### src/rtl/ps2_kbd_rx.sv
// ps2_kbd_rx: PS/2 keyboard receiver and scancode framer.
// Synchronises and filters the raw PS/2 lines, frames 11-bit serial words,
// strips E0/F0/E1 prefixes, tracks Shift and emits one strobe per key event.
// Optional feature macro: PS2_PARITY_CHECK_EN (odd parity enforced when defined).
module ps2_kbd_rx #(
    parameter int FILTER_LEN     = 8,
    parameter int TIMEOUT_CYCLES = 50000
) (
    input  logic       clk,
    input  logic       reset,
    input  logic       ps2_clk,
    input  logic       ps2_data,
    output logic [7:0] scancode,
    output logic       e0,
    output logic       shift,
    output logic       key_down,
    output logic       key_up,
    output logic       frame_err
);

    localparam int FW = $clog2(FILTER_LEN + 1);
    localparam int TW = $clog2(TIMEOUT_CYCLES + 1);

    typedef enum logic [1:0] {
        IDLE,
        DATA,
        PARITY,
        STOP
    } state_t;

    // Synchroniser and filter state
    logic          clk_meta, clk_sync;
    logic          data_meta, data_sync;
    logic [FW-1:0] filt_cnt;
    logic          filt_clk;
    logic          fall;

    // Frame state
    state_t        state, next_state;
    logic [2:0]    bit_cnt;
    logic [7:0]    shreg;
    logic [TW-1:0] to_cnt;
    logic          timeout;
    logic          par_ok;
    logic          deliver;
    logic          reject;

    // Prefix and shift state
    logic          e0_pend, f0_pend;
    logic [2:0]    skip_cnt;
    logic          lshift, rshift;

    // Two-flop synchronisers; idle PS/2 lines are high, so reset to 1.
    always_ff @(posedge clk) begin
        // NOTE: sequential state uses non-blocking assignments so every flop
        // samples the pre-edge value regardless of statement order.
        if (reset) begin
            clk_meta  <= 1'b1;
            clk_sync  <= 1'b1;
            data_meta <= 1'b1;
            data_sync <= 1'b1;
        end else begin
            clk_meta  <= ps2_clk;
            clk_sync  <= clk_meta;
            data_meta <= ps2_data;
            data_sync <= data_meta;
        end
    end

    // Glitch filter: flip the filtered clock after FILTER_LEN cycles at the new level.
    always_ff @(posedge clk) begin
        if (reset) begin
            filt_cnt <= '0;
            filt_clk <= 1'b1;
            fall     <= 1'b0;
        end else begin
            fall <= 1'b0;
            if (clk_sync == filt_clk) begin
                filt_cnt <= '0;
            end else if (filt_cnt == FW'(FILTER_LEN - 1)) begin
                filt_cnt <= '0;
                filt_clk <= clk_sync;
                fall     <= filt_clk;   // a 1 -> 0 transition is a falling edge
            end else begin
                filt_cnt <= filt_cnt + FW'(1);
            end
        end
    end

`ifdef PS2_PARITY_CHECK_EN
    logic par_bit;
    // Odd parity across data and parity bit.
    assign par_ok = ^{shreg, par_bit};
`else
    assign par_ok = 1'b1;
`endif

    // Frame FSM state register.
    always_ff @(posedge clk) begin
        if (reset) state <= IDLE;
        else       state <= next_state;
    end

    // Frame FSM next-state and delivery decode.
    always_comb begin
        // NOTE: every combinational output gets a default first so no path
        // through the case leaves it unassigned (which would infer a latch).
        next_state = state;
        deliver    = 1'b0;
        reject     = 1'b0;
        timeout    = !fall && (state != IDLE) && (to_cnt == TW'(TIMEOUT_CYCLES - 1));
        case (state)
            IDLE:   if (fall && !data_sync) next_state = DATA;
            DATA:   if (fall && bit_cnt == 3'd7) next_state = PARITY;
            PARITY: if (fall) next_state = STOP;
            STOP: begin
                if (fall) begin
                    next_state = IDLE;
                    if (data_sync && par_ok) deliver = 1'b1;
                    else                     reject  = 1'b1;
                end
            end
            default: next_state = IDLE;
        endcase
        if (timeout) next_state = IDLE;
    end

    // Frame datapath: bit counter, shift register, parity capture, idle timer.
    always_ff @(posedge clk) begin
        if (reset) begin
            bit_cnt <= '0;
            shreg   <= '0;
            to_cnt  <= '0;
`ifdef PS2_PARITY_CHECK_EN
            par_bit <= 1'b0;
`endif
        end else begin
            if (fall || state == IDLE) to_cnt <= '0;
            else                       to_cnt <= to_cnt + TW'(1);
            if (fall) begin
                case (state)
                    IDLE: bit_cnt <= '0;
                    DATA: begin
                        shreg   <= {data_sync, shreg[7:1]};   // LSB arrives first
                        bit_cnt <= bit_cnt + 3'd1;
                    end
`ifdef PS2_PARITY_CHECK_EN
                    PARITY: par_bit <= data_sync;
`endif
                    default: ;
                endcase
            end
        end
    end

    // Prefix stripping, shift tracking and event strobes per delivered byte.
    always_ff @(posedge clk) begin
        if (reset) begin
            scancode  <= '0;
            e0        <= 1'b0;
            key_down  <= 1'b0;
            key_up    <= 1'b0;
            frame_err <= 1'b0;
            e0_pend   <= 1'b0;
            f0_pend   <= 1'b0;
            skip_cnt  <= '0;
            lshift    <= 1'b0;
            rshift    <= 1'b0;
        end else begin
            key_down  <= 1'b0;
            key_up    <= 1'b0;
            frame_err <= reject;
            if (deliver) begin
                if (skip_cnt != 3'd0) begin
                    skip_cnt <= skip_cnt - 3'd1;    // swallowing the Pause sequence
                end else begin
                    case (shreg)
                        8'hE0: e0_pend  <= 1'b1;
                        8'hF0: f0_pend  <= 1'b1;
                        8'hE1: skip_cnt <= 3'd7;
                        8'hAA, 8'hFA, 8'hEE, 8'hFE, 8'h00, 8'hFF: ;
                        default: begin
                            scancode <= shreg;
                            e0       <= e0_pend;
                            key_up   <= f0_pend;
                            key_down <= !f0_pend;
                            e0_pend  <= 1'b0;
                            f0_pend  <= 1'b0;
                            // E0-prefixed 12 is a fake shift and leaves state alone
                            if (!e0_pend && shreg == 8'h12) lshift <= !f0_pend;
                            if (!e0_pend && shreg == 8'h59) rshift <= !f0_pend;
                        end
                    endcase
                end
            end
        end
    end

    assign shift = lshift | rshift;

endmodule

### config.mk
export PLATFORM = sky130hd
export DESIGN_NAME = ps2_kbd_rx
export DESIGN_NICKNAME = d
export VERILOG_FILES = /design/src/rtl/ps2_kbd_rx.sv
export SDC_FILE = /design/constraint.sdc
export NUM_CORES = 1
export LEC_CHECK = 0
export ABC_AREA = 1
export ABC_CLOCK_PERIOD_IN_PS = 2330
export BUFFER_PORTS_ARGS = -buffer_cell sky130_fd_sc_hd__buf_2
export CAP_MARGIN = 40
export CORE_AREA = 2 2 80 82
export DETAILED_ROUTE_END_ITERATION = 10
export DIE_AREA = 0 0 82 84
export SLEW_MARGIN = 20
export SYNTH_ARGS = -nofsm -noshare
export SYNTH_HDL_FRONTEND = slang
export SYNTH_SLANG_ARGS = --single-unit
### constraint.sdc
create_clock -name clk -period 2.33 [get_ports clk]
set_clock_uncertainty 0.1 [all_clocks]
set_input_delay 0.1165 -clock clk [delete_from_list [all_inputs] [get_ports clk]]
set_output_delay 0.1165 -clock clk [all_outputs]
set_load 0.05 [all_outputs]
# Word level (Yosys, flattened, before mapping)
# Index checks and enable logic that the tools add are counted.
totals:
  inputBits: 4
  word_cells: 106
  ff_bits: 58
  out_inout_bits: 13
op_classes:
  n_reduce_logical: 36
  bitwise: 10
  add_sub_neg: 4
  n_mux: 14
  n_eq_ne: 21
op_table:
  columns: ["cell", "count"]
  rows:
  - ["equality test 8 bit, second input constant", 8]
  - ["adder 16 x 1 -> 16 bit, second input constant", 1]
  - ["equality test 16 bit, second input constant", 1]
  - ["OR reduction 8 bit", 2]
  - ["AND reduction 4 bit", 3]
  - ["OR reduction 12 bit", 1]
  - ["inverter 1 bit", 9]
  - ["AND reduction 3 bit", 3]
  - ["OR reduction 3 bit", 3]
  - ["OR reduction 9 bit", 1]
  - ["equality test 8 x 5 -> 1 bit, second input constant", 1]
  - ["equality test 8 x 7 -> 1 bit, second input constant", 1]
  - ["logical NOT 8 bit", 1]
  - ["2-to-1 mux 2 bit", 4]
  - ["inequality test 2 bit, second input constant", 4]
  - ["case mux 2 bit (4 select lines)", 1]
  - ["AND reduction 2 bit", 4]
  - ["logical AND 1 bit", 6]
  - ["2-to-1 mux 3 bit", 2]
  - ["case mux 3 bit (2 select lines)", 1]
  - ["nonzero test 2 bit", 3]
  - ["adder 4 x 1 -> 4 bit, second input constant", 1]
  - ["equality test 2 bit, second input constant", 2]
  - ["equality test 4 x 3 -> 1 bit, second input constant", 1]
  - ["other kinds (13)", 21]

# Longest topological paths before layout
# Gate-level depths: netlist of the first run.
logic_depth:
  word_depth: 5
  depth_mapped: 11
  mapped_depth_nobuf: 11

# Least setup slack after synthesis of the first run
# No wires, ideal clock.
synth_timing:
  path_type: "register to register"
  startpoint: "reg skip_cnt[0]"
  endpoint: "reg scancode[0]"
  period_less_slack_ns: 1.641
  t_arrival_ns: 1.421
  setup_slack_ns: 0.689
  required_ns: 2.111
  setup_ns: 0.119
  path_stages_with_launch: 12
  n_path_buf: 1
  path_cell_list: "dfxtp_1 -> inv_1 -> ha_1 -> ha_1 -> inv_1 -> nor2_2 -> nand2_1 -> nor2_2 -> nand3_2 -> buf_6 -> nand3_1 -> o21ai_1"
synth_via:
  elab_chain_len: 3
synth_lines:
  columns: ["element", "line", "source"]
  rows:
  - ["start: declaration", "50", "logic [2:0] skip_cnt;"]
  - ["start signal: assignment", "175", "skip_cnt <= skip_cnt - 3'd1;"]
  - ["nonzero test 3 bit", "174", "if (skip_cnt != 3'd0) begin"]
  - ["inverter 1 bit (no line)", null, null]
  - ["AND reduction 3 bit (no line)", null, null]
  - ["end signal: assignment", "183", "scancode <= shreg;"]
  - ["end: declaration", "13", "output logic [7:0] scancode,"]
# Every way passes these cells.
# A chain may end at the register's enable or synchronous reset.

# Final worst setup path of the first run
layout_timing:
  startpoint: "reg skip_cnt[0]"
  endpoint: "reg rshift"
layout_via:
  elab_chain_len: 3
layout_lines:
  columns: ["element", "line", "source"]
  rows:
  - ["nonzero test 3 bit", "174", null]
  - ["inverter 1 bit (no line)", null, null]
  - ["AND reduction 4 bit (no line)", null, null]
  - ["end signal: assignment", "191", "if (!e0_pend && shreg == 8'h59) rshift <= !f0_pend;"]
  - ["end: declaration", "51", "logic lshift, rshift;"]
# Every way passes these cells.

==> impl_results.html, run 1 <==
<table>
<tr><th>Metric</th><th>Value</th></tr>
<tr><th colspan="2">Status</th></tr>
<tr><td>Result of the run</td><td>finished, final reports clean</td></tr>
<tr><th colspan="2">Yosys</th></tr>
<tr><td>Post-Synthesis Cells</td><td>352</td></tr>
<tr><td>Post-Syn Area per Cell</td><td>~7.5 um2</td></tr>
<tr><td>Register bit total from synthesis</td><td>58</td></tr>
<tr><td>Sequential cell area fraction in the yosys report</td><td>a little over two fifths</td></tr>
<tr><td>Synth Warn #</td><td>0</td></tr>
<tr><td>Area of the mapped netlist</td><td>2650 um2</td></tr>
<tr><td>Net count after synthesis</td><td>366</td></tr>
<tr><td>Count of unique library cells instantiated by Yosys</td><td>30</td></tr>
<tr><th colspan="2">Pwr</th></tr>
<tr><td>Max rail drop VDD</td><td>just over 0.0004 V</td></tr>
<tr><td>Cell leakage power</td><td>1.19 nW</td></tr>
<tr><td>Cell Pwr Density</td><td>between 700 and 800 nW/um2</td></tr>
<tr><th colspan="2">Timing</th></tr>
<tr><td>Worst slew pin tran</td><td>531 ps</td></tr>
<tr><td>Number of hold-slack violations in the final timing report</td><td>0</td></tr>
<tr><td>Max Clk Rate</td><td>516 MHz</td></tr>
<tr><td>Number of setup violations in the final report</td><td>0</td></tr>
<tr><td>Setup repair after global routing missed its margin</td><td>no</td></tr>
<tr><td>Setup Total Neg Slack</td><td>0 ps</td></tr>
<tr><td>Clock period minus worst slack</td><td>roughly 1900 ps</td></tr>
<tr><td>Slew margin rel.</td><td>64.5%</td></tr>
<tr><td>Max Transition Viols Final</td><td>0</td></tr>
<tr><td>Smallest hold slack</td><td>slightly above 300 ps</td></tr>
<tr><td>Post-route fraction of the period consumed by the critical path</td><td>a little over four fifths</td></tr>
<tr><th colspan="2">Clocking</th></tr>
<tr><td>Post-CTS Repair Setup Buffers</td><td>0</td></tr>
<tr><td>Number of buffers created by CTS</td><td>9</td></tr>
<tr><td>Later-pin clock latency in the skew report</td><td>roughly 340 ps</td></tr>
<tr><td>Number of clock sinks seen by CTS</td><td>slightly below 60</td></tr>
<tr><td>Root cell of the clock tree</td><td>sky130_fd_sc_hd__clkbuf_8</td></tr>
<tr><td>Level count of the clock H-tree</td><td>3</td></tr>
<tr><td>Clock transition at path regs</td><td>approximately 70 ps</td></tr>
<tr><td>CTS tree</td><td>yes</td></tr>
<tr><td>Maximum buffer depth of the clock tree</td><td>2</td></tr>
<tr><th colspan="2">Final layout</th></tr>
<tr><td>Highest-count cells in the layout ignoring fill and taps</td><td>sky130_fd_sc_hd__dfxtp_1 (58), sky130_fd_sc_hd__nand2_1 (54), sky130_fd_sc_hd__nor2_1 (50), sky130_fd_sc_hd__inv_1 (40), sky130_fd_sc_hd__a21oi_1 (25)</td></tr>
<tr><td>Final Instance Count excl. Fillers</td><td>around 460</td></tr>
<tr><td>Synthesis-to-layout area growth</td><td>15.8%</td></tr>
<tr><td>Design Area, Final</td><td>between 3000 and 4000 um2</td></tr>
<tr><td>Fill cell count</td><td>between 600 and 700</td></tr>
<tr><td># nets final</td><td>390</td></tr>
<tr><td>Leading cell type in the layout, fill and taps excluded</td><td>sky130_fd_sc_hd__dfxtp_1</td></tr>
<tr><td>Number of diodes</td><td>0</td></tr>
<tr><td>Ratio of cells with drive above 1 in the final layout</td><td>16.8%</td></tr>
<tr><th colspan="2">Critical path</th></tr>
<tr><td>Worst path arrival time</td><td>2120 ps</td></tr>
<tr><td>Critical Path Source Type</td><td>register</td></tr>
<tr><td>Slowest library cell on the worst path</td><td>sky130_fd_sc_hd__dfxtp_1</td></tr>
<tr><td>Crit end category</td><td>register</td></tr>
<tr><td>Crit path capture</td><td>rshift</td></tr>
<tr><td>Slowest stage delay, CP</td><td>320 ps</td></tr>
<tr><td>Reg-to-reg setup timing slack</td><td>390 ps</td></tr>
<tr><td>Capture instance of the worst register-to-register path</td><td>rshift</td></tr>
<tr><td>Critical path cell sequence</td><td>inv_1 &gt; ha_1 &gt; ha_1 &gt; inv_1 &gt; nor2_2 &gt; nand2_1 &gt; nor2_2 &gt; nand3_2 &gt; nor2_1 &gt; nor2_1 &gt; nor2_1</td></tr>
<tr><td>Reg2reg path depth</td><td>11</td></tr>
<tr><td>Data required, critical path</td><td>roughly 2500 ps</td></tr>
<tr><td>Launching instance or port of the critical path</td><td>skip_cnt[0]</td></tr>
<tr><td>Most used cell along the critical path</td><td>sky130_fd_sc_hd__nor2_1</td></tr>
<tr><td>Largest fanout on the critical path</td><td>12</td></tr>
<tr><td>Source of the worst register-to-register timing path</td><td>skip_cnt[0]</td></tr>
<tr><td>Critical Setup Path Class</td><td>reg2reg</td></tr>
<tr><th colspan="2">Placed design</th></tr>
<tr><td>Placed wire-length estimate after detailed placement</td><td>roughly 3500 um</td></tr>
<tr><td>Placed cell areas</td><td>2780 um2</td></tr>
<tr><td>Final estimated routing congestion in global placement</td><td>0.891</td></tr>
<tr><td>Dpl cells</td><td>around 440</td></tr>
<tr><td>Port Buf Inserts</td><td>16</td></tr>
<tr><th colspan="2">Floorplanning</th></tr>
<tr><td>Die width</td><td>~82 um</td></tr>
<tr><td># rows</td><td>29</td></tr>
<tr><td>Area inside the core boundary</td><td>6100 um2</td></tr>
<tr><td>Die outline area</td><td>between 6000 and 7000 um2</td></tr>
<tr><td>Die Y</td><td>around 84 um</td></tr>
<tr><td># IOs</td><td>17</td></tr>
<tr><td>Effective utilization at floorplan</td><td>between 40% and 50%</td></tr>
<tr><th colspan="2">Global route</th></tr>
<tr><td>Maximum number of pins on one net before global-route repair</td><td>28</td></tr>
<tr><td>Number of global-route vias before repair</td><td>1933</td></tr>
<tr><td>Wire length of the first global-routing pass</td><td>approximately 8300 um</td></tr>
<tr><td>Initial antenna violation count</td><td>0</td></tr>
<tr><td>Aggregate global routing overflow</td><td>0</td></tr>
<tr><td>GRT Resource Usage Total</td><td>between 10% and 20%</td></tr>
<tr><th colspan="2">Route</th></tr>
<tr><td>Number of remaining DRC errors</td><td>0</td></tr>
<tr><td>Final routed wirelength across all metal layers</td><td>~4800 um</td></tr>
<tr><td>Number of iterations in the first detailed-routing pass</td><td>5</td></tr>
<tr><td>Top layer reached by signal wires</td><td>met4</td></tr>
<tr><td>1st-iter DRT viols</td><td>90</td></tr>
<tr><td>Detail-routed net length per standard cell</td><td>roughly 11 um</td></tr>
<tr><td>Metal1 wirelength</td><td>about 2300 um</td></tr>
<tr><td>Routed Antenna Nets</td><td>0</td></tr>
<tr><td>DR vias/cell</td><td>~4.8</td></tr>
<tr><td>Length of routed met2 wiring</td><td>~2300 um</td></tr>
<tr><td>Detail Route met3 WL</td><td>about 150 um</td></tr>
<tr><td>Total via count in the routed design</td><td>around 2200</td></tr>
<tr><th colspan="2">Job</th></tr>
<tr><td>Max-Cap Viols</td><td>0</td></tr>
<tr><th colspan="2">Min path</th></tr>
<tr><td>Type of the most critical hold path</td><td>reg2reg</td></tr>
</table>
[logic make-up after synthesis]
group	count (synthesis)	share of synthesized area [%]
simple gates	168	30.1
compound gates	62	12.2
flops	58	43.9
buf+inv	51	8.08
fa+ha+maj	10	4.73
xor+xnor	3	0.993
[flip-flops by register name (all words and copies together) (netlist names), 2 cells and up]
signal	flops
bit_cnt	3
filt_cnt	4
scancode	8
shreg	8
skip_cnt	3
state	2
to_cnt	16
[worst max-delay path: cells and delay by family, from the launching register on]
kind	cells	cell delay, ps
adders and majority gates	2	320
buffers and inverters	2	110
DFF	1	320
and+or+nand+nor	7	1030
[worst min path at each step]
stage	start	endpoint	slack, ps	cells past startpoint
2_1_floorplan	ps2_clk	clk_meta	120	1
5_1_grt	clk_meta	clk_sync	330	1
3_5_place_dp	ps2_data	data_meta	200	2
3_3_place_gp	ps2_clk	clk_meta	200	2
6_report	clk_meta	clk_sync	310	1
4_1_cts	clk_meta	clk_sync	310	1
[per-stage QoR]
step           power [mW]  utilization [%]  setup slack [ps]
2_1_floorplan        1.18                -               689
3_3_place_gp         1.23             45.6               481
3_5_place_dp         1.23             45.6               408
4_1_cts              2.41             50.3               388
5_1_grt              2.49             50.3               219
6_report             2.38             50.3               391
[synthesized netlist by cell type, drive strengths merged]
| master | instances | share of area (%) |
|---|---|---|
| inv | 43 | 6.1 |
| nor3 | 9 | 1.9 |
| o21ai | 32 | 6.0 |
| or2 | 7 | 1.7 |
| dfxtp | 58 | 44 |
| nor2 | 59 | 9.4 |
| clkbuf | 3 | 0.43 |
| o211ai | 1 | 0.28 |
| nor3b | 2 | 0.57 |
| ha | 10 | 4.7 |
| xor2 | 3 | 0.99 |
| nand4 | 4 | 0.95 |
| nand2 | 57 | 8.6 |
| nand3 | 28 | 6.6 |
| clkinv | 1 | 0.14 |
| nor4 | 2 | 0.47 |
| a21oi | 27 | 5.4 |
| o22ai | 1 | 0.24 |
| buf | 4 | 1.4 |
| o21a | 1 | 0.28 |
[cell type report]
cell class                 count  area (um2)  share of cell area (%)
tap                           77        96.3                    3.14
inverter                      44         165                    5.39
multi-input combinational    243        1270                    41.5
clock buffer                  12         155                    5.06
clock inverter                 4        97.6                    3.18
sequential                    58        1160                    37.9
timing repair buffer          20         118                    3.84
[per-layer routing]
| metal | GRT usage [%] | vias to the layer above |
|---|---|---|
| li1 | - | 1194 |
| met1 | 18.6 | 955 |
| met2 | 24.8 | 30 |
| met3 | 4.11 | 9 |
| met4 | 11.2 | 0 |
| met5 | 0 | - |
[what timing repair did]
| action | in CTS | in global routing |
|---|---|---|
| hold endpoints to repair | 5 | 0 |
| hold buffers | 3 | 0 |
| resized for setup | 0 | 0 |
[power breakdown]
group          internal [mW]  leakage (nW)  switching, mW
Clock                  0.769         0.123          0.399
Sequential              1.01         0.468         0.0141
Combinational         0.0691         0.598          0.114
Total                   1.85          1.19          0.527
No activity file was read; power rests on OpenSTA's default activity.
==> run 2, diff against run 1 <==
==> config.mk (replaced) <==
export PLATFORM = sky130hd
export DESIGN_NAME = ps2_kbd_rx
export DESIGN_NICKNAME = d
export VERILOG_FILES = /design/src/rtl/ps2_kbd_rx.sv
export SDC_FILE = /design/constraint.sdc
export NUM_CORES = 1
export LEC_CHECK = 0
export ABC_AREA = 0
export ABC_CLOCK_PERIOD_IN_PS = 2050
export BUFFER_PORTS_ARGS = -buffer_cell sky130_fd_sc_hd__buf_2
export CAP_MARGIN = 40
export CORE_AREA = 2 2 78 80
export DETAILED_ROUTE_END_ITERATION = 10
export DIE_AREA = 0 0 80 82
export SLEW_MARGIN = 20
export SYNTH_ARGS = -nofsm -noshare
export SYNTH_HDL_FRONTEND = slang
export SYNTH_SLANG_ARGS = --single-unit
==> constraint.sdc (replaced) <==
create_clock -name clk -period 2.05 [get_ports clk]
set_clock_uncertainty 0.1 [all_clocks]
set_input_delay 0.1025 -clock clk [delete_from_list [all_inputs] [get_ports clk]]
set_output_delay 0.1025 -clock clk [all_outputs]
set_load 0.05 [all_outputs]
==> impl_results.html, run 2 <==
<table>
<tr><th>Metric</th><th>Value</th></tr>
<tr><th colspan="2">Status</th></tr>
<tr><td>Result of the run</td><td>finished, final reports clean</td></tr>
<tr><th colspan="2">Yosys</th></tr>
<tr><td>Count of unique library cells instantiated by Yosys</td><td>around 40</td></tr>
<tr><td>Fraction of registers with async set or reset after synthesis</td><td>0%</td></tr>
<tr><td>Most instantiated library cell after synthesis</td><td>sky130_fd_sc_hd__dfxtp_1</td></tr>
<tr><td>Most area-hungry cell type in the Yosys netlist</td><td>sky130_fd_sc_hd__dfxtp_1</td></tr>
<tr><td>Ys flop type</td><td>sky130_fd_sc_hd__dfxtp_1</td></tr>
<tr><td>Post-Synthesis Cells</td><td>287</td></tr>
<tr><td>Sequential cell area fraction in the yosys report</td><td>46.9%</td></tr>
<tr><td>Synth Warn #</td><td>0</td></tr>
<tr><td>Register bit total from synthesis</td><td>58</td></tr>
<tr><td>Post-Syn Area per Cell</td><td>between 8 and 9 um2</td></tr>
<tr><td>Net count after synthesis</td><td>301</td></tr>
<tr><td>Number of synthesized flops with an enable pin</td><td>0</td></tr>
<tr><td>Most area-consuming cells after synthesis</td><td>sky130_fd_sc_hd__dfxtp_1 (47%), sky130_fd_sc_hd__a21oi_1 (5.1%), sky130_fd_sc_hd__ha_1 (5.1%), sky130_fd_sc_hd__nand2_1 (4.7%), sky130_fd_sc_hd__nor2_1 (4.4%)</td></tr>
<tr><td>Commonest cells post-synth</td><td>sky130_fd_sc_hd__dfxtp_1 (58), sky130_fd_sc_hd__nand2_1 (31), sky130_fd_sc_hd__nor2_1 (29)</td></tr>
<tr><td>Share of the synthesized area in the top cell type</td><td>between 40% and 50%</td></tr>
<tr><td>Area of the mapped netlist</td><td>between 2000 and 2500 um2</td></tr>
<tr><th colspan="2">Clocking</th></tr>
<tr><td>Later-pin clock latency in the skew report</td><td>around 340 ps</td></tr>
<tr><td>Number of clock sinks seen by CTS</td><td>58</td></tr>
<tr><td>Level count of the clock H-tree</td><td>3</td></tr>
<tr><td>Maximum buffer depth of the clock tree</td><td>2</td></tr>
<tr><td>Clock transition at path regs</td><td>about 60 ps</td></tr>
<tr><td>Root cell of the clock tree</td><td>sky130_fd_sc_hd__clkbuf_8</td></tr>
<tr><td>Number of buffers created by CTS</td><td>9</td></tr>
<tr><td>CTS tree</td><td>yes</td></tr>
<tr><th colspan="2">Timing</th></tr>
<tr><td>Setup repair after global routing missed its margin</td><td>yes</td></tr>
<tr><td>Worst slew pin tran</td><td>537 ps</td></tr>
<tr><td>Slew margin rel.</td><td>64.2%</td></tr>
<tr><td>Number of setup violations in the final report</td><td>0</td></tr>
<tr><td>Max Transition Viols Final</td><td>0</td></tr>
<tr><td>Final Worst Setup Slack</td><td>about 26 ps</td></tr>
<tr><td>Number of hold-slack violations in the final timing report</td><td>0</td></tr>
<tr><td>Clock period minus worst slack</td><td>about 2000 ps</td></tr>
<tr><td>Post-route fraction of the period consumed by the critical path</td><td>a little over nine tenths</td></tr>
<tr><td>Max Clk Rate</td><td>494 MHz</td></tr>
<tr><td>Smallest hold slack</td><td>about 61 ps</td></tr>
<tr><th colspan="2">Floorplanning</th></tr>
<tr><td>Effective utilization at floorplan</td><td>a little over two fifths</td></tr>
<tr><td>Area inside the core boundary</td><td>5750 um2</td></tr>
<tr><td># rows</td><td>28</td></tr>
<tr><td># IOs</td><td>17</td></tr>
<tr><td>Die outline area</td><td>about 6600 um2</td></tr>
<tr><td>Die Y</td><td>slightly above 80 um</td></tr>
<tr><td>Die width</td><td>approximately 80 um</td></tr>
<tr><th colspan="2">Min path</th></tr>
<tr><td>Depth of the worst hold-timing path</td><td>2</td></tr>
<tr><td>Terminating pin of the worst hold path</td><td>bit_cnt[2]</td></tr>
<tr><td>Startpoint of the worst hold path</td><td>reset</td></tr>
<tr><td>Type of the most critical hold path</td><td>in2reg</td></tr>
<tr><th colspan="2">Final layout</th></tr>
<tr><td>Leading cell type in the layout, fill and taps excluded</td><td>sky130_fd_sc_hd__dfxtp_1</td></tr>
<tr><td>Synthesis-to-layout area growth</td><td>22.4%</td></tr>
<tr><td>Largest reg by FF count</td><td>to_cnt</td></tr>
<tr><td>Fill cell count</td><td>559</td></tr>
<tr><td>Final Instance Count excl. Fillers</td><td>between 400 and 500</td></tr>
<tr><td>Area used by multi-input combinational logic</td><td>between 1000 and 1500 um2</td></tr>
<tr><td>Biggest regs</td><td>to_cnt (16), scancode (8), shreg (8)</td></tr>
<tr><td>Total area of sequential cells</td><td>~1200 um2</td></tr>
<tr><td># nets final</td><td>between 300 and 400</td></tr>
<tr><td>Ratio of cells with drive above 1 in the final layout</td><td>between 20% and 30%</td></tr>
<tr><td>Highest-count cells in the layout ignoring fill and taps</td><td>sky130_fd_sc_hd__dfxtp_1 (52), sky130_fd_sc_hd__nand2_1 (31), sky130_fd_sc_hd__nor2_1 (29), sky130_fd_sc_hd__a21oi_1 (25), sky130_fd_sc_hd__buf_4 (23)</td></tr>
<tr><td>Number of diodes</td><td>0</td></tr>
<tr><td>Design Area, Final</td><td>between 3000 and 4000 um2</td></tr>
<tr><td>Max FFs per register</td><td>16</td></tr>
<tr><th colspan="2">Route</th></tr>
<tr><td>Total via count in the routed design</td><td>between 2000 and 2500</td></tr>
<tr><td>DR vias/cell</td><td>between 5 and 6</td></tr>
<tr><td>Routed Antenna Nets</td><td>0</td></tr>
<tr><td>Number of remaining DRC errors</td><td>0</td></tr>
<tr><td>Detail-routed net length per standard cell</td><td>~12 um</td></tr>
<tr><td>Number of iterations in the first detailed-routing pass</td><td>4</td></tr>
<tr><td>Final routed wirelength across all metal layers</td><td>approximately 4800 um</td></tr>
<tr><td>1st-iter DRT viols</td><td>102</td></tr>
<tr><th colspan="2">Pwr</th></tr>
<tr><td>Cell Pwr Density</td><td>roughly 700 nW/um2</td></tr>
<tr><td>Clk network pwr share</td><td>44.2%</td></tr>
<tr><td>Int Pwr</td><td>1.63 mW</td></tr>
<tr><td>Relative contribution of combinational cells to total power</td><td>1.4%</td></tr>
<tr><td>Sw Ratio</td><td>21.5%</td></tr>
<tr><td>Cell leakage power</td><td>between 1 and 1.5 nW</td></tr>
<tr><td>P_sw</td><td>between 0.4 and 0.5 mW</td></tr>
<tr><td>Sequential share of power</td><td>between 50% and 60%</td></tr>
<tr><td>Max rail drop VDD</td><td>between 0.0003 and 0.0004 V</td></tr>
<tr><td>Design Power</td><td>roughly 2.1 mW</td></tr>
<tr><th colspan="2">Placed design</th></tr>
<tr><td>Placed wire-length estimate after detailed placement</td><td>between 3000 and 4000 um</td></tr>
<tr><td>Worst slack at placement</td><td>-68.1 ps</td></tr>
<tr><td>Port Buf Inserts</td><td>16</td></tr>
<tr><td>Placed cell areas</td><td>roughly 2800 um2</td></tr>
<tr><td>Final estimated routing congestion in global placement</td><td>0.800</td></tr>
<tr><td>Dpl cells</td><td>just under 400</td></tr>
<tr><th colspan="2">Global route</th></tr>
<tr><td>Wire length of the first global-routing pass</td><td>roughly 8400 um</td></tr>
<tr><td>Maximum number of pins on one net before global-route repair</td><td>22</td></tr>
<tr><td>Initial antenna violation count</td><td>0</td></tr>
<tr><td>Aggregate global routing overflow</td><td>0</td></tr>
<tr><td>GRT Resource Usage Total</td><td>roughly 17%</td></tr>
<tr><td>Number of global-route vias before repair</td><td>1982</td></tr>
<tr><th colspan="2">Critical path</th></tr>
<tr><td>Source of the worst register-to-register timing path</td><td>state[0]</td></tr>
<tr><td>Crit end category</td><td>register</td></tr>
<tr><td>Data required, critical path</td><td>approximately 2200 ps</td></tr>
<tr><td>Capture instance of the worst register-to-register path</td><td>lshift</td></tr>
<tr><td>Reg2reg path depth</td><td>6</td></tr>
<tr><td>Largest fanout on the critical path</td><td>2</td></tr>
<tr><td>Reg-to-reg setup timing slack</td><td>roughly 26 ps</td></tr>
<tr><td>Critical Setup Path Class</td><td>reg2reg</td></tr>
<tr><td>Critical Path Source Type</td><td>register</td></tr>
<tr><td>Worst path arrival time</td><td>~2200 ps</td></tr>
<tr><th colspan="2">Job</th></tr>
<tr><td>Max-Cap Viols</td><td>0</td></tr>
</table>
## run 2: per-layer routing
metal / up-vias / routed length [um] / global-route usage, %
met3: 10 / 189 / 4.29
met1: 934 / 2340 / 19.4
met2: 28 / 2140 / 27.3
met5: - / 0 / 0
met4: 0 / 97 / 11.7
li1: 1079 / - / -
## run 2: power by group through the flow
stage	clock, mW	combinational [mW]	sequential, mW
after floorplan	0	0.0163	1.16
after global placement	0	0.0262	1.16
after detailed placement	0	0.0262	1.16
after CTS	0.953	0.0291	1.13
after global routing	1.00	0.0326	1.13
final	0.919	0.0286	1.13
## run 2: area by class of cell
cell class,instances,share of cell area [%]
inverters,8,0.991
well taps,75,3.10
multi-input cells,207,42.7
clock inverters,3,0.495
flip-flops and latches,58,38.6
repair buffers,41,9.00
clock buffers,12,5.12
## run 2: kinds of logic after synthesis
family	share of synthesized area, %
AND/OR/NAND/NOR	25.8
XOR/XNOR	4.95
AO/OA/AOI/OAI	12.0
adder cells (fa/ha/maj)	5.06
flip-flops	46.9
buffers and inverters	3.99
multiplexers	1.31
## run 2: critical path, cell delays in order, from the launching register on
cell and delay (ps):
sky130_fd_sc_hd__dfxtp_2 350, sky130_fd_sc_hd__ha_4 130, sky130_fd_sc_hd__and3_4 190, sky130_fd_sc_hd__o311ai_4 80
sky130_fd_sc_hd__or3_4 340, sky130_fd_sc_hd__or4_4 420, sky130_fd_sc_hd__mux2_4 310
## run 2: how the worst max path moves through the flow
stage,start,to,slack (ps),cells after the start
2_1_floorplan,skip_cnt[0],lshift,8,7
3_3_place_gp,skip_cnt[0],lshift,-10,7
3_5_place_dp,skip_cnt[0],lshift,-70,7
4_1_cts,skip_cnt[1],lshift,-80,7
5_1_grt,state[0],lshift,-40,6
6_report,state[0],lshift,30,6
## run 2: repair_timing
action,4_1_cts,5_1_grt
hold buffers,2,0
setup endpoints to repair,1,4
resized for setup,13,4
hold endpoints to repair,2,0
gates cloned,0,0
buffers inserted,1,0
pin swaps,6,1
## run 2: through the flow
| stage | setup TNS, ps | util, % |
|---|---|---|
| floorplan | 0 | - |
| global placement | -10.7 | 48.1 |
| detailed placement | -68.1 | 48.1 |
| CTS | -82.8 | 52.5 |
| global route | -36.4 | 52.7 |
| finish | 0 | 52.7 |
